`config.mk`:
```
export PLATFORM = sky130hd
export DESIGN_NAME = cfg_fetch_flat
export DESIGN_NICKNAME = d
export VERILOG_FILES = /design/src/rtl/cfg_fetch_if.sv /design/src/rtl/cfg_fetch.sv /design/src/flat_wrapper.sv
export SDC_FILE = /design/constraint.sdc
export NUM_CORES = 1
export LEC_CHECK = 0
export ABC_AREA = 1
export BUFFER_PORTS_ARGS = -buffer_cell sky130_fd_sc_hd__buf_2
export CAP_MARGIN = 0
export CORE_UTILIZATION = 41
export CTS_CLUSTER_SIZE = 14
export DETAILED_ROUTE_END_ITERATION = 6
export MAX_ROUTING_LAYER = met4
export PLACE_DENSITY = 0.8
export SLEW_MARGIN = 10
export SYNTH_ARGS = -nofsm -noshare
export SYNTH_HDL_FRONTEND = slang
export SYNTH_SLANG_ARGS = --single-unit
```
`constraint.sdc`:
```
create_clock -name clk -period 1.37 [get_ports clk]
set_clock_uncertainty 0.05 [all_clocks]
set_input_delay 0.2055 -clock clk [delete_from_list [all_inputs] [get_ports clk]]
set_output_delay 0.2055 -clock clk [all_outputs]
set_load 0.01 [all_outputs]
```
`src/rtl/cfg_fetch_if.sv`:
```
// AXI4 read-channel bundle between cfg_fetch (master) and the HP read port (slave).
// Only the AR and R channels are carried; the block never writes.
interface cfg_fetch_if #(
  parameter int ADDR_WIDTH = 32,
  parameter int DATA_WIDTH = 64
);
  logic [ADDR_WIDTH-1:0] m_araddr;
  logic [7:0]            m_arlen;
  logic [2:0]            m_arsize;
  logic [1:0]            m_arburst;
  logic                  m_arvalid;
  logic                  m_arready;
  logic [DATA_WIDTH-1:0] m_rdata;
  logic [1:0]            m_rresp;
  logic                  m_rlast;
  logic                  m_rvalid;
  logic                  m_rready;

  modport master (
    output m_araddr, m_arlen, m_arsize, m_arburst, m_arvalid, m_rready,
    input  m_arready, m_rdata, m_rresp, m_rlast, m_rvalid
  );

  modport slave (
    input  m_araddr, m_arlen, m_arsize, m_arburst, m_arvalid, m_rready,
    output m_arready, m_rdata, m_rresp, m_rlast, m_rvalid
  );
endinterface

```
`src/rtl/cfg_fetch.sv`:
```
// Single-beat AXI4 read of one 64-bit per-layer config word from the DDR table,
// unpacked into registered layer-control fields for the layer sequencer.
module cfg_fetch #(
  parameter int                    ADDR_WIDTH  = 32,
  parameter int                    DATA_WIDTH  = 64,
  parameter logic [ADDR_WIDTH-1:0] CFG_BASE    = 32'h0800_0000,
  parameter int                    IDX_WIDTH   = 8,
  parameter int                    TIMEOUT_CYC = 1024
) (
  input  logic                 clk,
  input  logic                 rst_n,
  input  logic                 cfg_req,
  input  logic [IDX_WIDTH-1:0] cfg_idx,
  output logic                 cfg_busy,
  output logic                 cfg_vld,
  output logic                 cfg_err,
  output logic [8:0]           cfg_lenrow,
  output logic [7:0]           cfg_depblk,
  output logic [8:0]           cfg_numblk,
  output logic [7:0]           cfg_numfrm,
  output logic [4:0]           cfg_numpat,
  output logic [4:0]           cfg_numfilterg,
  output logic [4:0]           cfg_numlay,
  output logic [3:0]           cfg_prio,
  output logic [1:0]           cfg_stride,
  output logic [1:0]           cfg_pool_valifm,
  output logic [1:0]           cfg_fl,
  cfg_fetch_if.master          axi
);

  localparam int CNT_W = $clog2(TIMEOUT_CYC + 1);

  typedef enum logic [2:0] {IDLE, AR, R, DONE, ERR} state_t;

  state_t                state, state_nx;
  logic [CNT_W-1:0]      cnt, cnt_nx;
  logic [58:0]           word;
  logic [ADDR_WIDTH-1:0] araddr;
  logic                  busy;
  logic                  accept, beat_ok, timeout;
  logic                  unused_bits;

  // Reserved word bits and rlast carry no information for this block.
  assign unused_bits = ^{axi.m_rlast, axi.m_rdata[DATA_WIDTH-1:59]};

  assign timeout = (cnt == CNT_W'(TIMEOUT_CYC - 1));
  assign accept  = (state == IDLE) && cfg_req;
  assign beat_ok = (state == R) && axi.m_rvalid && (axi.m_rresp == 2'b00);

  always_comb begin
    state_nx = state;
    cnt_nx   = cnt;
    case (state)
      IDLE: begin
        cnt_nx = '0;
        if (cfg_req) state_nx = AR;
      end
      AR: begin
        if (axi.m_arready) begin
          state_nx = R;
          cnt_nx   = '0;
        end else if (timeout) begin
          state_nx = ERR;
          cnt_nx   = '0;
        end else begin
          cnt_nx = cnt + CNT_W'(1);
        end
      end
      R: begin
        if (axi.m_rvalid) begin
          state_nx = (axi.m_rresp == 2'b00) ? DONE : ERR;
          cnt_nx   = '0;
        end else if (timeout) begin
          state_nx = ERR;
          cnt_nx   = '0;
        end else begin
          cnt_nx = cnt + CNT_W'(1);
        end
      end
      DONE:    state_nx = IDLE;
      ERR:     state_nx = IDLE;
      default: state_nx = IDLE;
    endcase
  end

  // Handshake strobes decode straight from state, so AR and R can never overlap.
  always_comb begin
    axi.m_arvalid = 1'b0;
    axi.m_rready  = 1'b0;
    cfg_vld       = 1'b0;
    cfg_err       = 1'b0;
    case (state)
      AR:      axi.m_arvalid = 1'b1;
      R:       axi.m_rready  = 1'b1;
      DONE:    cfg_vld       = 1'b1;
      ERR:     cfg_err       = 1'b1;
      default: ;
    endcase
  end

  always_ff @(posedge clk or negedge rst_n) begin
    if (!rst_n) begin
      state  <= IDLE;
      cnt    <= '0;
      busy   <= 1'b0;
      araddr <= '0;
      word   <= '0;
    end else begin
      state <= state_nx;
      cnt   <= cnt_nx;
      if (accept) begin
        busy   <= 1'b1;
        araddr <= CFG_BASE + ADDR_WIDTH'({cfg_idx, 3'b000});
      end else if (state == DONE || state == ERR) begin
        busy <= 1'b0;
      end
      if (beat_ok) word <= axi.m_rdata[58:0];
    end
  end

  assign cfg_busy      = busy;
  assign axi.m_araddr  = araddr;
  assign axi.m_arlen   = 8'd0;
  assign axi.m_arsize  = 3'($clog2(DATA_WIDTH / 8));
  assign axi.m_arburst = 2'b01;

  assign cfg_lenrow      = word[8:0];
  assign cfg_depblk      = word[16:9];
  assign cfg_numblk      = word[25:17];
  assign cfg_numfrm      = word[33:26];
  assign cfg_numpat      = word[38:34];
  assign cfg_numfilterg  = word[43:39];
  assign cfg_numlay      = word[48:44];
  assign cfg_prio        = word[52:49];
  assign cfg_stride      = word[54:53];
  assign cfg_pool_valifm = word[56:55];
  assign cfg_fl          = word[58:57];

endmodule

```
`src/flat_wrapper.sv`:
```
// flat-port wrapper written by rule: the top's interface ports become plain ports
module cfg_fetch_flat 
#(
  parameter int                    ADDR_WIDTH  = 32,
  parameter int                    DATA_WIDTH  = 64,
  parameter logic [ADDR_WIDTH-1:0] CFG_BASE    = 32'h0800_0000,
  parameter int                    IDX_WIDTH   = 8,
  parameter int                    TIMEOUT_CYC = 1024
)
  (clk, rst_n, cfg_req, cfg_idx, cfg_busy, cfg_vld, cfg_err, cfg_lenrow, cfg_depblk, cfg_numblk, cfg_numfrm, cfg_numpat, cfg_numfilterg, cfg_numlay, cfg_prio, cfg_stride, cfg_pool_valifm, cfg_fl, axi_m_araddr, axi_m_arlen, axi_m_arsize, axi_m_arburst, axi_m_arvalid, axi_m_rready, axi_m_arready, axi_m_rdata, axi_m_rresp, axi_m_rlast, axi_m_rvalid);
  cfg_fetch_if #(.ADDR_WIDTH(ADDR_WIDTH), .DATA_WIDTH(DATA_WIDTH)) axi_i ();
  input  logic clk;
  input  logic rst_n;
  input  logic cfg_req;
  input  logic [IDX_WIDTH-1:0] cfg_idx;
  output logic cfg_busy;
  output logic cfg_vld;
  output logic cfg_err;
  output logic [8:0] cfg_lenrow;
  output logic [7:0] cfg_depblk;
  output logic [8:0] cfg_numblk;
  output logic [7:0] cfg_numfrm;
  output logic [4:0] cfg_numpat;
  output logic [4:0] cfg_numfilterg;
  output logic [4:0] cfg_numlay;
  output logic [3:0] cfg_prio;
  output logic [1:0] cfg_stride;
  output logic [1:0] cfg_pool_valifm;
  output logic [1:0] cfg_fl;
  output wire logic [$bits(axi_i.m_araddr)-1:0] axi_m_araddr;
  output wire logic [$bits(axi_i.m_arlen)-1:0] axi_m_arlen;
  output wire logic [$bits(axi_i.m_arsize)-1:0] axi_m_arsize;
  output wire logic [$bits(axi_i.m_arburst)-1:0] axi_m_arburst;
  output wire logic [$bits(axi_i.m_arvalid)-1:0] axi_m_arvalid;
  output wire logic [$bits(axi_i.m_rready)-1:0] axi_m_rready;
  input wire logic [$bits(axi_i.m_arready)-1:0] axi_m_arready;
  input wire logic [$bits(axi_i.m_rdata)-1:0] axi_m_rdata;
  input wire logic [$bits(axi_i.m_rresp)-1:0] axi_m_rresp;
  input wire logic [$bits(axi_i.m_rlast)-1:0] axi_m_rlast;
  input wire logic [$bits(axi_i.m_rvalid)-1:0] axi_m_rvalid;
  assign axi_m_araddr = axi_i.m_araddr;
  assign axi_m_arlen = axi_i.m_arlen;
  assign axi_m_arsize = axi_i.m_arsize;
  assign axi_m_arburst = axi_i.m_arburst;
  assign axi_m_arvalid = axi_i.m_arvalid;
  assign axi_m_rready = axi_i.m_rready;
  assign axi_i.m_arready = axi_m_arready;
  assign axi_i.m_rdata = axi_m_rdata;
  assign axi_i.m_rresp = axi_m_rresp;
  assign axi_i.m_rlast = axi_m_rlast;
  assign axi_i.m_rvalid = axi_m_rvalid;
  cfg_fetch #(.ADDR_WIDTH(ADDR_WIDTH), .DATA_WIDTH(DATA_WIDTH), .CFG_BASE(CFG_BASE), .IDX_WIDTH(IDX_WIDTH), .TIMEOUT_CYC(TIMEOUT_CYC)) u_core (.clk(clk), .rst_n(rst_n), .cfg_req(cfg_req), .cfg_idx(cfg_idx), .cfg_busy(cfg_busy), .cfg_vld(cfg_vld), .cfg_err(cfg_err), .cfg_lenrow(cfg_lenrow), .cfg_depblk(cfg_depblk), .cfg_numblk(cfg_numblk), .cfg_numfrm(cfg_numfrm), .cfg_numpat(cfg_numpat), .cfg_numfilterg(cfg_numfilterg), .cfg_numlay(cfg_numlay), .cfg_prio(cfg_prio), .cfg_stride(cfg_stride), .cfg_pool_valifm(cfg_pool_valifm), .cfg_fl(cfg_fl), .axi(axi_i));
endmodule
```
Yosys cells after proc, flatten, opt, wreduce, memory -nomap -nowiden
Cells that the tools add are included.
{ "totals": {"ff_bits": 106, "out_inout_bits": 109, "word_cells": 37} }
{ "op_classes": {"add_sub_neg": 2, "n_eq_ne": 6, "muxes": 16, "n_reduce_logical": 8} }
{ "op_table": {"columns": ["cell", "count"], "rows": [
  ["$mux W11", 3],
  ["$pmux W11 S3", 1],
  ["$add A28 B11 Y29 const A", 1],
  ["$mux W3", 5],
  ["$add A11 B1 Y11 const B", 1],
  ["$eq A11 B10 Y1 const B", 1],
  ["$pmux W3 S3", 1],
  ["$eq A3 B2 Y1 const B", 2],
  ["$mux W1", 6],
  ["$eq A3 B1 Y1 const B", 1],
  ["$eq A3 B3 Y1 const B", 1],
  ["$logic_and A1 B1 Y1", 3],
  ["$logic_not A3 Y1", 1],
  ["$reduce_bool A3 Y1", 1],
  ["$logic_not A2 Y1", 1],
  ["$ne A2 B2 Y1 const B", 1],
  ["$reduce_bool A2 Y1", 1],
  ["$logic_or A1 B1 Y1", 1]
]} }

Depth between registers and ports, before layout
{ "logic_depth": {"word_depth": 4, "ltp_mapped": 9, "depth_no_buf": 9} }

Least setup slack after synthesis
No wires, ideal clock.
{ "synth_timing": {"kind": "register -> register", "start": "register u_core.cnt[0]", "end": "register u_core.cnt[6]", "setup_ps": 121, "t_arrival_ps": 1257, "required_time_ps": 1199, "slack_ps": -58, "path_stages_with_launch": 9, "n_path_buf": 0, "period_less_slack_ps": 1428, "cell_sequence": "dfrtp_1 ha_1 nand2_1 nor2_1 nand3_1 nand2_1 nand2_1 nand2_1 a21oi_1"} }
{ "synth_between": {"elab_chain_cells": 4, "word_cells_on_any_way": 6} }
{ "synth_rtl": {"columns": ["element", "line", "text"], "rows": [
  ["from (decl)", "cfg_fetch.sv:36", "logic [CNT_W-1:0] cnt, cnt_nx;"],
  ["from (signal assigned)", "cfg_fetch.sv:110", "cnt <= cnt_nx;"],
  ["$add A11 B1 Y11 or $eq A11 B10 Y1 (tied branches)", "cfg_fetch.sv:66, cfg_fetch.sv:77, cfg_fetch.sv:46", null],
  ["$mux W11 (*)", "cfg_fetch.sv:62, cfg_fetch.sv:73", null],
  ["$mux W11 (on tied branches)", "cfg_fetch.sv:70, cfg_fetch.sv:59", null],
  ["$pmux W11 S3 (*)", "cfg_fetch.sv:53", "case (state)"]
]} }
Every way passes the cells marked *; elsewhere a longest branch is shown, timed or not.
A chain may end at the register's enable or synchronous reset.

Final worst setup path
{ "layout_timing": {"start": "register u_core.state[1]", "end": "register u_core.word[36]"} }
{ "layout_between": {"elab_chain_cells": 3} }
{ "layout_rtl": {"columns": ["element", "line", "text"], "rows": [
  ["from (decl)", "cfg_fetch.sv:35", "state_t state, state_nx;"],
  ["from (signal assigned)", "cfg_fetch.sv:109", "state <= state_nx;"],
  ["$eq A3 B2 Y1", "cfg_fetch.sv:48", "assign beat_ok = (state == R) && axi.m_rvalid && (axi.m_rresp == 2'b00);"],
  ["$logic_and A1 B1 Y1 (2 in series)", "cfg_fetch.sv:48", null],
  ["to (signal assigned)", "cfg_fetch.sv:117", "if (beat_ok) word <= axi.m_rdata[58:0];"],
  ["to (decl)", "cfg_fetch.sv:37", "logic [58:0] word;"]
]} }
Every way passes these cells.

==> impl_metrics.tcl <==
set metrics [dict create \
    cts_buffers 9 \
    antenna_found_initial 0 \
    use_met3_pct 4.344 \
    rows 34 \
    yosys.area.top_type "dfrtp_1" \
    leakage_nw 3.127 \
    period_share_pct 115.0 \
    port_buffers 146 \
    grtUsageTotal_pct 21.38 \
    area_delta_synth_final_pct 54.24 \
    synth_warnings 0 \
    peakVddDrop_mv 1.029 \
    use_met1_pct 23.96 \
    drtAntennaViolNets 0 \
    first_global_vias 3104 \
    seq_area_frac_synth_pct 56.95 \
    n_fill_cell 714 \
    drtPass1Iterations 4 \
    fin_hold_ws_ns 0.007300 \
    gp_congestion 0.8300 \
    synth.distinct_cells 22 \
    core_um2 8678 \
    initial_utilization_pct 42.03 \
    rsz0062_at_grt "true" \
    syn_inst 421 \
    wirelength_mm 10.45 \
    die_x_um 96.32 \
    worst_ep_required_time_ns 1.56 \
    min_period_ns 1.575 \
    drive_gt1_share_pct 41.69 \
    grt_start_max_net_pins 84 \
    ctsHtreeMaxLevel 3 \
    clk_latency_ns 0.35 \
    drv_slew 0 \
    drc 0 \
    drv_cap 0 \
    clkSinkCount 83 \
    num_vias 3388 \
    min_path_type "in -> reg" \
    fin_ws_ns -0.2050 \
    crit_arrival_ns 1.77 \
    grt.busiest_layer "met2" \
    violations "negative setup slack" \
    crit_type "reg -> reg" \
    worstPathMaxFanout 9 \
    die_y_um 96.32 \
    hpwlAfterDp_mm 5.560 \
    clock_path_buffers 2 \
    fp.dieArea_um2 9277 \
    clk_pin_slew_worst_paths_ns 0.08 \
    antenna_cells 0 \
    max_freq_mhz 634.9 \
    overflow 0 \
    tns_ns -13.39 \
    synth_seq_cells 83 \
    synth_top_area_share_pct 56.95 \
    finalSetupViolCount 85 \
    nets 715 \
    ios 189 \
    ff_latch_area_um2 2078 \
    hold_viol 0 \
    end_kind "register" \
    cts-root-buf "clkbuf_8" \
    drtIter0Drc 140 \
    utilization_pct 64.82 \
    status "complete, but fails checks" \
    synth_area_um2 3647 \
    cts_tree "yes" \
    postSynthAreaPerCell_um2 8.663 \
    synthTopCellsByArea "dfrtp_1 57%, nand2_1 21%, buf_4 7.4%" \
    use_met2_pct 36.64 \
    vias_per_cell 4.542 \
    multiInputGateArea_um2 1543 \
    start_kind "register" \
    powerDensity_nw_per_um2 1741 \
    wl_per_cell_um 14.01 \
    grt_pass1_wl_mm 14.34 \
]
[worst max-delay path, cell delays in order (launching register included)]
cell and delay, ns:
dfrtp_1 0.40, inv_2 0.07, buf_6 0.12, nor2_4 0.11
nand2_4 0.08, nor2_4 0.16, buf_6 0.14, inv_8 0.06
clkbuf_16 0.16, nand2_1 0.06, nand2_1 0.05
[flip-flops by register name, summed over array words and instances, names as in the netlist]
signal and flops:
u_core.state 3, u_core.cfg_busy 1, u_core.word 59, u_core.cnt 11, u_core.axi.m_araddr 9
[power by group]
| part | switching (mW) | internal (mW) | leakage (nW) |
|---|---|---|---|
| logic | 2.25 | 1.89 | 1.97 |
| clock network | 0.863 | 0.827 | 0.0881 |
| registers | 0.543 | 3.42 | 1.07 |
[final cells by class]
cell class                      instances  share of cell area (%)
Sequential cell                        83                   36.94
Tap cell                              108                   2.402
Clock buffer                           10                   2.269
Clock inverter                          5                  0.9786
Inverter                               18                   1.423
Multi-Input combinational cell        305                   27.42
Timing Repair Buffer                  217                   28.56
[metrics by stage]
stage	cells	power, mW	cell area [um^2]	setup WS [ns]
floorplan	455	5.700	3777	0.005107
global placement	677	7.057	4476	-0.06522
detailed placement	677	7.196	4476	-0.1282
CTS	735	9.298	5266	-0.1483
global route	746	10.48	5625	-0.2475
finish	746	9.792	5625	-0.2050
[per-layer routing]
layer,wire length [um],share of wire [%],vias up
li1,-,-,1642
met1,4280,41,1578
met2,5421,52,147
met3,546,5.2,21
met4,199,1.9,0
met5,0,0,-
[cell families after synthesis]
family	after synthesis	synth area share [%]
compound gates	12	1.715
xor+xnor	4	0.9605
fa+ha+maj	1	0.3430
buf+inv	67	11.39
flops	83	56.95
mux	8	2.470
other cells	2	0.2059
simple gates	244	25.97
[path summary, 6_finish.rpt]
| path | end | slack [ns] | start | cells past startpoint |
|---|---|---|---|---|
| setup / recovery | u_core.word[36] | -0.21 | u_core.state[1] | 10 |
| hold / removal | u_core.word[3] | 0.007 | axi_m_rdata[3] | 3 |
| setup reg to reg | u_core.word[36] | -0.21 | u_core.state[1] | 10 |
| hold reg to reg | u_core.word[58] | 0.42 | u_core.word[58] | 2 |
| max in group asynchronous | u_core.word[35] | 0.57 | rst_n | 3 |
| min in group asynchronous | u_core.cnt[8] | 0.38 | rst_n | 3 |
[cell usage after synthesis, drive strengths merged]
master / count
a21oi: 6
buf: 49
conb: 2
dfrtp: 83
ha: 1
inv: 18
mux2: 8
nand2: 207
nand3: 8
nand3b: 1
nand4: 1
nor2: 25
nor3: 2
o21ai: 5
o31ai: 1
xor2: 4
[timing repair]
item                                   CTS  global route
hold buffers                            26             2
pin swaps                                9            14
cloned                                   4             7
buffers inserted                        13             4
setup endpoints to repair               85            86
endpoints found under the hold margin  108             2
gates resized for setup                 48            51
[layout by cell type (no fill, tap or decap), types with 4 or more instances in the layout]
cell           netlist  layout
nand2_1            206     189
buf_2               11     143
dfrtp_1             83      82
conb_1               2      36
dlygate4sd3_1        0      28
buf_4               36      17
buf_6                2      16
nand2_2              1      10
inv_1               16      10
nor2_1              23       9
nor2_2               1       9
clkbuf_8             0       9
mux2_2               8       8
nor2_4               1       7
inv_2                2       6
nand2_4              0       6
buf_12               0       6
nand3_1              8       5
a21oi_2              0       4
xor2_1               4       4
clkbuf_16            0       4
(Power assumes the default switching activity.)
